[config.mk]
export PLATFORM = sky130hd
export DESIGN_NAME = openfire_mem_arbiter
export DESIGN_NICKNAME = d
export VERILOG_FILES = /design/src/rtl/openfire_mem_arbiter.sv
export SDC_FILE = /design/constraint.sdc
export NUM_CORES = 1
export LEC_CHECK = 0
export ABC_AREA = 1
export CAP_MARGIN = 20
export CORE_UTILIZATION = 48
export DETAILED_ROUTE_END_ITERATION = 10
export HOLD_SLACK_MARGIN = 0.08
export PLACE_DENSITY = 0.85
export SYNTH_ARGS = -nofsm -noshare
export SYNTH_HDL_FRONTEND = slang
export SYNTH_SLANG_ARGS = --single-unit
[constraint.sdc]
create_clock -name clock -period 2.8 [get_ports clock]
set_clock_uncertainty 0.05 [all_clocks]
set_input_delay 0.56 -clock clock [delete_from_list [all_inputs] [get_ports clock]]
set_output_delay 0.56 -clock clock [all_outputs]
set_load 0.02 [all_outputs]
[src/rtl/openfire_mem_arbiter.sv]
// openfire_mem_arbiter: shares one single-port 32-bit memory between the
// openfire_cpu fetch port (imem) and data port (dmem). Each access runs
// IDLE -> {D_ACC | I_ACC} -> DONE, with big-endian lane formatting, a
// starvation guard that forces a fetch after D_MAX back-to-back data grants,
// and a timeout that ends a stalled access with an error completion.
module openfire_mem_arbiter #(
  parameter int ADDR_W  = 32,
  parameter int D_MAX   = 4,
  parameter int TIMEOUT = 64
) (
  input  logic              clock,
  input  logic              reset,
  input  logic [ADDR_W-1:0] imem_addr,
  input  logic              imem_re,
  output logic [31:0]       imem_data_out,
  output logic              imem_done,
  output logic              imem_err,
  input  logic [ADDR_W-1:0] dmem_addr,
  input  logic [31:0]       dmem_wdata,
  input  logic              dmem_re,
  input  logic              dmem_we,
  input  logic [1:0]        dmem_input_sel,
  output logic [31:0]       dmem_rdata,
  output logic              dmem_done,
  output logic              dmem_err,
  output logic [ADDR_W-1:0] mem_addr,
  output logic [31:0]       mem_wdata,
  output logic [3:0]        mem_be,
  output logic              mem_re,
  output logic              mem_we,
  input  logic [31:0]       mem_rdata,
  input  logic              mem_ready
);

  typedef enum logic [1:0] {S_IDLE, S_D_ACC, S_I_ACC, S_DONE} state_e;

  localparam logic [1:0]  SZ_WORD  = 2'b00;
  localparam logic [1:0]  SZ_HALF  = 2'b01;
  localparam logic [1:0]  SZ_BYTE  = 2'b10;
  localparam logic [7:0]  D_MAX_C  = 8'(D_MAX);
  localparam logic [31:0] TMO_LAST = 32'(TIMEOUT - 1);

  state_e            state_q, state_d;
  logic [ADDR_W-1:0] addr_q, addr_d;
  logic [1:0]        off_q, off_d;
  logic [1:0]        size_q, size_d;
  logic              we_q, we_d;
  logic              is_d_q, is_d_d;
  logic [3:0]        be_q, be_d;
  logic [31:0]       wdata_q, wdata_d;
  logic              err_q, err_d;
  logic [7:0]        starve_q, starve_d;
  logic [31:0]       tmo_q, tmo_d;
  logic [31:0]       imem_data_q, imem_data_d;
  logic [31:0]       dmem_rdata_q, dmem_rdata_d;

  logic              dmem_req, grant_d, grant_i, in_acc;
  logic [1:0]        sel_norm;
  logic [31:0]       rd_fmt;

  assign dmem_req = dmem_re | dmem_we;
  assign sel_norm = (dmem_input_sel == 2'b11) ? SZ_WORD : dmem_input_sel;
  // The data port wins contention unless imem has waited D_MAX grants.
  assign grant_d  = dmem_req && !(imem_re && (D_MAX != 0) && (starve_q == D_MAX_C));
  assign grant_i  = imem_re && !grant_d;
  assign in_acc   = (state_q == S_D_ACC) || (state_q == S_I_ACC);

  // Select the addressed lane of the returned word and right-justify it.
  always_comb begin
    rd_fmt = mem_rdata;
    case (size_q)
      SZ_HALF: rd_fmt = off_q[1] ? {16'h0, mem_rdata[15:0]} : {16'h0, mem_rdata[31:16]};
      SZ_BYTE: begin
        case (off_q)
          2'd0:    rd_fmt = {24'h0, mem_rdata[31:24]};
          2'd1:    rd_fmt = {24'h0, mem_rdata[23:16]};
          2'd2:    rd_fmt = {24'h0, mem_rdata[15:8]};
          default: rd_fmt = {24'h0, mem_rdata[7:0]};
        endcase
      end
      default: rd_fmt = mem_rdata;
    endcase
  end

  // Next-state logic: arbitration, access latching, completion and timeout.
  always_comb begin
    // NOTE: every *_d starts from its held value so no path leaves a latch.
    state_d      = state_q;
    addr_d       = addr_q;
    off_d        = off_q;
    size_d       = size_q;
    we_d         = we_q;
    is_d_d       = is_d_q;
    be_d         = be_q;
    wdata_d      = wdata_q;
    err_d        = err_q;
    starve_d     = starve_q;
    tmo_d        = tmo_q;
    imem_data_d  = imem_data_q;
    dmem_rdata_d = dmem_rdata_q;
    case (state_q)
      S_IDLE: begin
        err_d = 1'b0;
        tmo_d = '0;
        if (grant_d) begin
          state_d  = S_D_ACC;
          is_d_d   = 1'b1;
          addr_d   = {dmem_addr[ADDR_W-1:2], 2'b00};
          off_d    = dmem_addr[1:0];
          size_d   = sel_norm;
          // A simultaneous load and store is serviced as a load.
          we_d     = dmem_we && !dmem_re;
          be_d     = 4'b1111;
          wdata_d  = dmem_wdata;
          if (dmem_we && !dmem_re) begin
            case (sel_norm)
              SZ_HALF: begin
                be_d    = dmem_addr[1] ? 4'b0011 : 4'b1100;
                wdata_d = {2{dmem_wdata[15:0]}};
              end
              SZ_BYTE: begin
                be_d    = 4'b1000 >> dmem_addr[1:0];
                wdata_d = {4{dmem_wdata[7:0]}};
              end
              default: ;
            endcase
          end
          if (!imem_re)                starve_d = '0;
          else if (starve_q != D_MAX_C) starve_d = starve_q + 8'd1;
        end else if (grant_i) begin
          state_d  = S_I_ACC;
          is_d_d   = 1'b0;
          addr_d   = {imem_addr[ADDR_W-1:2], 2'b00};
          off_d    = imem_addr[1:0];
          size_d   = SZ_WORD;
          we_d     = 1'b0;
          be_d     = 4'b1111;
          starve_d = '0;
        end
      end
      S_D_ACC, S_I_ACC: begin
        if (mem_ready) begin
          state_d = S_DONE;
          if (!is_d_q)    imem_data_d  = mem_rdata;
          else if (!we_q) dmem_rdata_d = rd_fmt;
        end else if ((TIMEOUT != 0) && (tmo_q == TMO_LAST)) begin
          state_d = S_DONE;
          err_d   = 1'b1;
          if (!is_d_q)    imem_data_d  = '0;
          else if (!we_q) dmem_rdata_d = '0;
        end else if (TIMEOUT != 0) begin
          tmo_d = tmo_q + 32'd1;
        end
      end
      default: state_d = S_IDLE;
    endcase
  end

  // State and datapath registers with synchronous active-low reset.
  always_ff @(posedge clock) begin
    // NOTE: non-blocking assignments so every flop samples pre-edge values.
    if (!reset) begin
      state_q      <= S_IDLE;
      addr_q       <= '0;
      off_q        <= '0;
      size_q       <= '0;
      we_q         <= 1'b0;
      is_d_q       <= 1'b0;
      be_q         <= '0;
      wdata_q      <= '0;
      err_q        <= 1'b0;
      starve_q     <= '0;
      tmo_q        <= '0;
      imem_data_q  <= '0;
      dmem_rdata_q <= '0;
    end else begin
      state_q      <= state_d;
      addr_q       <= addr_d;
      off_q        <= off_d;
      size_q       <= size_d;
      we_q         <= we_d;
      is_d_q       <= is_d_d;
      be_q         <= be_d;
      wdata_q      <= wdata_d;
      err_q        <= err_d;
      starve_q     <= starve_d;
      tmo_q        <= tmo_d;
      imem_data_q  <= imem_data_d;
      dmem_rdata_q <= dmem_rdata_d;
    end
  end

  assign mem_re        = in_acc && !we_q;
  assign mem_we        = in_acc && we_q;
  assign mem_addr      = addr_q;
  assign mem_be        = be_q;
  assign mem_wdata     = wdata_q;
  assign imem_done     = (state_q == S_DONE) && !is_d_q;
  assign dmem_done     = (state_q == S_DONE) && is_d_q;
  assign imem_err      = imem_done && err_q;
  assign dmem_err      = dmem_done && err_q;
  assign imem_data_out = imem_data_q;
  assign dmem_rdata    = dmem_rdata_q;

endmodule

## Word-level counts from Yosys, hierarchy flattened

Index checks and enable logic that the tools add are counted.

- Flip-flop bits (word level): 181
- Bits of input ports: 136
- Output and inout port bits: 138
- Word-level logic and storage cells: 113

- Add/subtract/negate cells: 2
- Equality and inequality tests: 19
- Shift-type cells: 1
- Multiplexer cells: 45
- Bitwise gates (word level): 3
- Reduce and logical (&&, ||, !) cells: 30

Operators with widths:

| kind | count |
|---|---|
| 32-bit 2-to-1 mux | 15 |
| 32-bit case mux with 2 select lines | 3 |
| 32-bit by 1-bit adder with 32-bit output (second input constant) | 1 |
| 32-bit by 6-bit == test with 1-bit output (second input constant) | 1 |
| 8-bit 2-to-1 mux | 4 |
| 8-bit case mux with 3 select lines | 1 |
| 2-bit 2-to-1 mux | 9 |
| 16-bit 2-to-1 mux | 1 |
| 4-bit 2-to-1 mux | 4 |
| 2-bit == test (second input constant) | 6 |
| 3-bit AND reduction | 4 |
| 1-bit logical AND | 10 |
| 8-bit by 1-bit adder with 8-bit output (second input constant) | 1 |
| 2-bit by 1-bit == test with 1-bit output (second input constant) | 4 |
| 8-bit by 3-bit == test with 1-bit output (second input constant) | 1 |
| 8-bit by 3-bit != test with 1-bit output (second input constant) | 1 |
| 4-bit case mux with 2 select lines | 1 |
| 2-bit != test (second input constant) | 3 |
| 3-bit != test (second input constant) | 2 |
| 2-bit AND reduction | 3 |
| 2-bit nonzero test | 3 |
| 1-bit zero test | 5 |
| 1-bit 2-to-1 mux | 5 |
| 2-bit zero test | 2 |
| 9 further kinds | 10 |

## Logic depth before layout (Yosys ltp)

Gate-level depths: netlist of the first run.

- Depth in word-level cells: 9
- Depth in mapped cells: 12
- Mapped depth without buffers: 12

## Worst setup path after synthesis of the first run

OpenSTA, ideal clock, no wires.

- Path kind: reg2reg
- Start: register state_q[0]
- End: register dmem_rdata_q[11] (netlist: dmem_rdata[11])
- Library setup time: 113 ps
- Arrival: 1984 ps
- Slack: 653 ps
- Stages on the path, launching flop included: 11
- Path buffers: 1
- Path through: dfxtp_1 -> inv_1 -> ha_1 -> clkinv_1 -> nor2_1 -> nand2_1 -> a21oi_4 -> buf_4 -> nand2_1 -> nand2_1 -> nor2_1

- Word-level cells in the longest chain between the ends: 3
- Elaborated cells on any way between the ends: 4
- Classes of those cells: 2 x eq/ne; 2 x reduce/logical

RTL lines:

| item | RTL line | text |
|---|---|---|
| from (decl) | 43 | `state_e state_q, state_d;` |
| from (signal assigned) | 177 | `state_q <= state_d;` |
| 2-bit by 1-bit == test with 1-bit output / 2-bit == test (equally long branches) | 101 | `case (state_q)` |
| 2-bit OR reduction (*) | 101 |  |
| 4-bit AND reduction (no source line) (*) | -- |  |
| to (signal assigned) | 189 | `dmem_rdata_q <= dmem_rdata_d;` |
| to (decl) | 55 | `logic [31:0] dmem_rdata_q, dmem_rdata_d;` |

Mark *: on every way between the ends. The rest lies on a longest branch, timed or not.
A chain may end at the register's enable or synchronous reset.

## Worst setup path after layout of the first run

- Start: register state_q[0]
- End: output mem_we

- Word-level cells in the longest chain between the ends: 3
- Elaborated cells on any way between the ends: 4
- Classes of those cells: 2 x eq/ne; 2 x reduce/logical

RTL lines:

| item | RTL line | text |
|---|---|---|
| 2-bit by 1-bit == test with 1-bit output / 2-bit == test (equally long branches) | 66 | `assign in_acc = (state_q == S_D_ACC) \|\| (state_q == S_I_ACC);` |
| 1-bit logical OR (*) | 66 |  |
| 1-bit logical AND (*) | 194 | `assign mem_we = in_acc && we_q;` |
| to (decl) | 30 | `output logic mem_we,` |

Marks and branches as above.

==> flow_metrics.tcl, run 1 <==
set metrics [dict create \
    grt.overflow.total 0 \
    firstDrtPassIters 9 \
    routed_wl_mm 30.9 \
    finalSetupViolCount 0 \
    synth_ff_type "dfxtp_1" \
    worst_slew_pin_slew_ns 0.591 \
    r2r-end "state_q[0]" \
    rows 50 \
    drtIter0Drc 878 \
    dieHeight_um 141 \
    cts_buffers 17 \
    grt_pass1_wl_mm 48.2 \
    path_max_fanout 3 \
    criticalPathCategory "reg -> out" \
    hpwlAfterDp_mm 22.8 \
    cts_tree "done" \
    place.gp.congestion 0.954 \
    rsz0062_at_grt "false" \
    register_area_um2 3580 \
    finalHoldViolCount 0 \
    clock.fmax_mhz 390 \
    synthAdderAreaFrac_pct 1.48 \
    wl_per_cell_um 15.7 \
    grtUsageTotal_pct 30.7 \
    max_slew_margin_pct 60.6 \
    htree_levels 4 \
    crit_chain "inv_1 -> ha_1 -> nand2_1 -> inv_1 -> clkdlybuf4s50_1" \
    hold_buffers 0 \
    area_delta_synth_final_pct 37.4 \
    cts-root-buf "clkbuf_16" \
    clock-sinks 179 \
    tns_ns 0 \
    coreArea_um2 18800 \
    powerDensity_nw_per_um2 820 \
    io_pins 274 \
    status "finished clean" \
    rrSetupSlack_ns 0.54 \
    die_w_um 141 \
    final_util_pct 67.9 \
    whs_path_depth 2 \
    holdPathEnd "imem_data_out[31]" \
    io_buffers 271 \
    synth-seq-cells 179 \
    drive_gt1_share_pct 4.24 \
    syn_area_per_cell_um2 6.41 \
    start_util_pct 49.4 \
    crit_required_ns 2.19 \
    crit_buf_inv 3 \
    cpMostUsedCell "inv_1" \
    reg2regPathDepth 10 \
    cts.repair.resized 0 \
    grt_max_degree 97 \
    design.die.area_um2 20000 \
    clk_latency_ns 0.43 \
    netlist_area_um2 9310 \
    vias 10400 \
    endpoint_kind "output pin" \
    cp-start-kind "flip-flop" \
    regToRegStartpoint "tmo_q[0]" \
    grt_pass1_vias 9517 \
    crit_slowest_cell "clkdlybuf4s50_1" \
    leakagePower_nw 5.15 \
    synth_edf_count 0 \
    cts_setup_buffers 0 \
    multi_input_area_um2 4830 \
    fillCellCount 1622 \
    hold_path_class "reg -> reg" \
    period_needed_ns 2.57 \
    crit_family "buffers and inverters" \
    muxShareOfSynthArea_pct 0 \
    yosysSeqAreaShare_pct 38.5 \
    drc 0 \
    clk_pin_slew_ns 0.07 \
    routed_via_density 5.28 \
    synth_cells 1453 \
    ant_nets 0 \
    synth_simple_gate_area_share_pct 32.3 \
    nets 1834 \
    irDropWorstVdd_v 0.000645 \
    synth-xor-area-share_pct 1.03 \
    synth.distinct_cells 37 \
    synth_top_family_by_area "simple AND/OR/NAND/NOR gates" \
    synthArstFlopShare_pct 0 \
    synth_warnings 0 \
    worstPathArrival_ns 1.96 \
    clockBufferDepth 2 \
    slew_violations 0 \
    critPathMaxStageDelay_ns 0.60 \
    hp-start "imem_data_out[31]" \
    cap_violations 0 \
    fin_crit_sh_pct 91.7 \
    worst_hold_slack_ns 0.412 \
    antenna_found_initial 3 \
    synth-compound-area-share_pct 16.9 \
]
## worst max path at each step
stage,slack (ns),depth (start not counted),start,end
after CTS,0.005,5,state_q[0],mem_re
final,0.23,5,state_q[0],mem_we
after global placement,0.42,10,mem_ready,dmem_rdata[0]
after floorplan,0.65,10,state_q[0],dmem_rdata[11]
after global routing,0.16,5,state_q[0],mem_we
after detailed placement,0.37,7,dmem_input_sel[0],mem_wdata[12]
## cell usage in the layout (no fill, tap or decap), types with 23 or more instances in the layout
cell and n:
a21oi_1 97, a31oi_1 28, buf_4 23, clkdlybuf4s50_1 269, dfxtp_1 179, inv_1 132, nand2_1 465, nand3_1 94
nor2_1 183, o211ai_1 44, o21ai_0 82
## area by class of cell
class | count | area share, %
Timing Repair Buffer | 298 | 23.2
Sequential cell | 179 | 28.0
Clock inverter | 10 | 0.773
Multi-Input combinational cell | 1054 | 37.7
Clock buffer | 21 | 3.68
Tap cell | 260 | 2.54
Antenna cell | 3 | 0.0587
Inverter | 137 | 4.02
## worst min-delay path, stage by stage, from the launching register on
cell     delay (ns)
dfxtp_1        0.31
nand2_1        0.06
a21oi_1        0.05
## power breakdown
part | total [mW] | internal (mW) | switching (mW)
clock | 2.37 | 1.30 | 1.06
sequential | 3.50 | 3.12 | 0.380
combinational | 4.62 | 1.80 | 2.82
## cells by family (layout without fill, tap and decap cells)
| family | Yosys count | after routing |
|---|---|---|
| AND/OR/NAND/NOR | 757 | 757 |
| AO/OA/AOI/OAI | 273 | 273 |
| other | 1 | 5 |
| buffers and inverters | 221 | 466 |
| XOR/XNOR | 11 | 11 |
| adder cells (fa/ha/maj) | 11 | 11 |
| flip-flops | 179 | 179 |
## layer usage
layer  GRT usage, %  wire, um  up-vias
met5              0         0        -
met4           14.6      1040        0
met3           7.42      2520       65
met2           52.1     15100      456
met1           36.6     12200     4721
li1               -         -     5118
## flip-flops by register name, summed over array words and instances (netlist names)
name	flops
state_q	2
mem_wdata	32
we_q	1
err_q	1
imem_data_out	32
dmem_rdata	32
mem_be	4
size_q	2
off_q	2
tmo_q	32
mem_addr	30
is_d_q	1
starve_q	8
## Yosys cell counts, types with 2 or more instances
| cell type | count | area share [%] |
|---|---|---|
| xor2_1 | 4 | 0.38 |
| o21a_1 | 4 | 0.32 |
| nand3_1 | 94 | 5.1 |
| buf_2 | 5 | 0.27 |
| nand2_2 | 2 | 0.13 |
| dfxtp_1 | 179 | 38 |
| o21ai_0 | 82 | 4.4 |
| a22oi_1 | 8 | 0.65 |
| clkbuf_1 | 66 | 2.7 |
| buf_6 | 8 | 0.97 |
| nor3_1 | 3 | 0.16 |
| nand4_1 | 2 | 0.13 |
| nand2_1 | 465 | 19 |
| nor2_2 | 2 | 0.13 |
| a31oi_1 | 28 | 1.9 |
| clkinv_1 | 2 | 0.081 |
| nand3_2 | 2 | 0.22 |
| ha_1 | 11 | 1.5 |
| nor2_1 | 184 | 7.4 |
| inv_1 | 134 | 5.4 |
| a21oi_1 | 97 | 5.2 |
| o22ai_1 | 4 | 0.27 |
| buf_4 | 3 | 0.24 |
| o211ai_1 | 44 | 3.5 |
| buf_1 | 2 | 0.081 |
| xnor2_1 | 7 | 0.66 |
## stage by stage
step	total power [mW]	worst slack, ns	cells	area [um^2]
finish	10.5	0.234	1962	12800
global route	11.0	0.158	1962	12800
CTS	10.5	0.00453	1959	12800
detailed placement	8.13	0.375	1928	12200
global placement	8.05	0.424	1928	12200
floorplan	6.07	0.653	1454	9320
Note: power is estimated with default switching activity, not from simulation.
==> inputs of run 2 (changes only) <==
--- a/config.mk
+++ b/config.mk
@@ -7,7 +7,9 @@
 export LEC_CHECK = 0
 export ABC_AREA = 1
 export CAP_MARGIN = 20
+export CORE_ASPECT_RATIO = 2
 export CORE_UTILIZATION = 48
+export CTS_CLUSTER_DIAMETER = 120
 export DETAILED_ROUTE_END_ITERATION = 10
 export HOLD_SLACK_MARGIN = 0.08
 export PLACE_DENSITY = 0.85
==> run 2 against run 1 <==
  * Register-to-register slack worse by 0.16 ns
  * Setup slack improved by 0.011 ns
  * Sequential cell count did not move
  * Combinational power shrank 1%
  * Wire length rose by 3.5%
  * Die area up 0.17%
  * First-iteration DRC count down 49%
  * Non-clock buffer count shrank 2
  * Total power up 0.90%
  * Clock power rose by 6%
  * Critical path type unchanged
  * Critical endpoint unchanged
  * Largest power group unchanged
==> flow_metrics.tcl, run 2 (synthesized netlist as in run 1, its figures left out) <==
set metrics [dict create \
    final_common_cell "nand2_1" \
    wl_per_cell_um 16.4 \
    powerDensity_nw_per_um2 826 \
    slew_violations 0 \
    criticalPathCategory "reg -> out" \
    clk_latency_ns 0.44 \
    cts_tree "done" \
    routed_wl_mm 32.0 \
    die_w_um 100 \
    regToRegStartpoint "tmo_q[0]" \
    io_buffers 271 \
    fillCellCount 1714 \
    hpwlAfterDp_mm 23.6 \
    final_cell_mix "nand2_1, clkdlybuf4s50_1, nor2_1" \
    design.die.area_um2 20000 \
    whs_path_depth 2 \
    ant_nets 0 \
    hp-start "imem_data_out[27]" \
    clock.fmax_mhz 391 \
    cts-root-buf "clkbuf_16" \
    multi_input_area_um2 4830 \
    cts.repair.resized 0 \
    clk_pin_slew_ns 0.07 \
    rrSetupSlack_ns 0.38 \
    path_max_fanout 3 \
    critPathMaxStageDelay_ns 0.60 \
    leakagePower_nw 5.15 \
    period_needed_ns 2.56 \
    routed_via_density 5.30 \
    htree_levels 4 \
    cap_violations 0 \
    r2r-end "state_q[0]" \
    max_slew_margin_pct 31.5 \
    holdPathEnd "imem_data_out[27]" \
    finalSetupViolCount 0 \
    finalHoldViolCount 0 \
    irDropWorstVdd_v 0.000507 \
    clock-sinks 179 \
    postPlaceCellArea_um2 12200 \
    rsz0062_at_grt "false" \
    grt_max_degree 97 \
    hold_path_class "reg -> reg" \
    grt_pass1_vias 9852 \
    crit_slowest_cell "clkdlybuf4s50_1" \
    drtIter0Drc 449 \
    register_area_um2 3580 \
    area_delta_synth_final_pct 37.5 \
    hold_buffers 0 \
    antenna_found_initial 1 \
    io_pins 274 \
    drive_gt1_share_pct 4.12 \
    status "finished clean" \
    dieHeight_um 199 \
    design_area_um2 12800 \
    clockBufferDepth 2 \
    endpoint_kind "output pin" \
    worstPathArrival_ns 1.95 \
    place.gp.congestion 0.912 \
    coreArea_um2 18900 \
    start_util_pct 49.2 \
    rows 71 \
    worst_hold_slack_ns 0.411 \
    vias 10400 \
    cts_setup_buffers 0 \
    cts_buffers 17 \
    crit_required_ns 2.19 \
    worst_slew_pin_slew_ns 1.03 \
    fin_crit_sh_pct 91.3 \
    grt.overflow.total 0 \
    reg2regPathDepth 10 \
    nets 1832 \
    grt_pass1_wl_mm 49.5 \
    cpMostUsedCell "inv_1" \
    drc 0 \
    cp-start-kind "flip-flop" \
    grtUsageTotal_pct 32.1 \
    crit_chain "inv_1 -> ha_1 -> nand2_1 -> inv_1 -> clkdlybuf4s50_1" \
    tns_ns 0 \
    firstDrtPassIters 5 \
]
==> run 2: cell types whose count changed in the layout (fill, tap and decap cells not counted), sizes merged <==
cell and delta:
clkinvlp +1, bufinv +2, clkbuf -2, inv +1, buf -2, diode -2, clkinv -1
==> run 2: worst max-delay path, delay by kind of cell (launching register included) <==
| kind | cells | cell delay (ns) |
|---|---|---|
| AND/OR/NAND/NOR | 1 | 0.09 |
| flip-flops | 1 | 0.36 |
| adder cells (fa/ha/maj) | 1 | 0.32 |
| buffers and inverters | 3 | 0.74 |
==> run 2: power breakdown <==
group | internal, mW | total (mW) | switching, mW
registers | 3.12 | 3.51 | 0.393
logic | 1.76 | 4.56 | 2.79
clock network | 1.42 | 2.51 | 1.08
==> run 2: how the worst max path moves through the flow <==
stage | startpoint | depth (start not counted) | slack [ns] | endpoint
3_3_place_gp | dmem_we | 9 | 0.28 | mem_addr[26]
5_1_grt | state_q[0] | 5 | 0.14 | mem_we
3_5_place_dp | dmem_we | 9 | 0.20 | mem_addr[18]
6_report | state_q[0] | 5 | 0.24 | mem_we
4_1_cts | state_q[0] | 5 | 0.06 | mem_re
2_1_floorplan | state_q[0] | 10 | 0.65 | dmem_rdata[11]
==> run 2: layout make-up <==
class | instances | area share, %
clock buffers | 19 | 3.38
repair buffers | 296 | 23.0
inverters | 137 | 4.02
flip-flops and latches | 179 | 28.0
clock inverters | 13 | 1.36
multi-input cells | 1054 | 37.7
well taps | 255 | 2.49
diodes | 1 | 0.0195
==> run 2: routing by layer <==
metal | track usage [%] | vias to the layer above | share of wire [%]
met5 | 0 | - | 0
met1 | 31.8 | 4731 | 34
met2 | 61.6 | 433 | 55
met4 | 17.4 | 0 | 5.0
li1 | - | 5111 | -
met3 | 5.55 | 84 | 5.6
==> run 2: per-stage QoR <==
step | instances | worst slack, ns | total power [mW] | util [%]
after floorplan | 1454 | 0.653 | 6.07 | -
after global placement | 1921 | 0.275 | 8.04 | 64.4
after detailed placement | 1921 | 0.200 | 8.08 | 64.4
after CTS | 1953 | 0.0587 | 10.6 | 67.6
after global routing | 1954 | 0.143 | 11.1 | 67.7
final | 1954 | 0.244 | 10.6 | 67.7
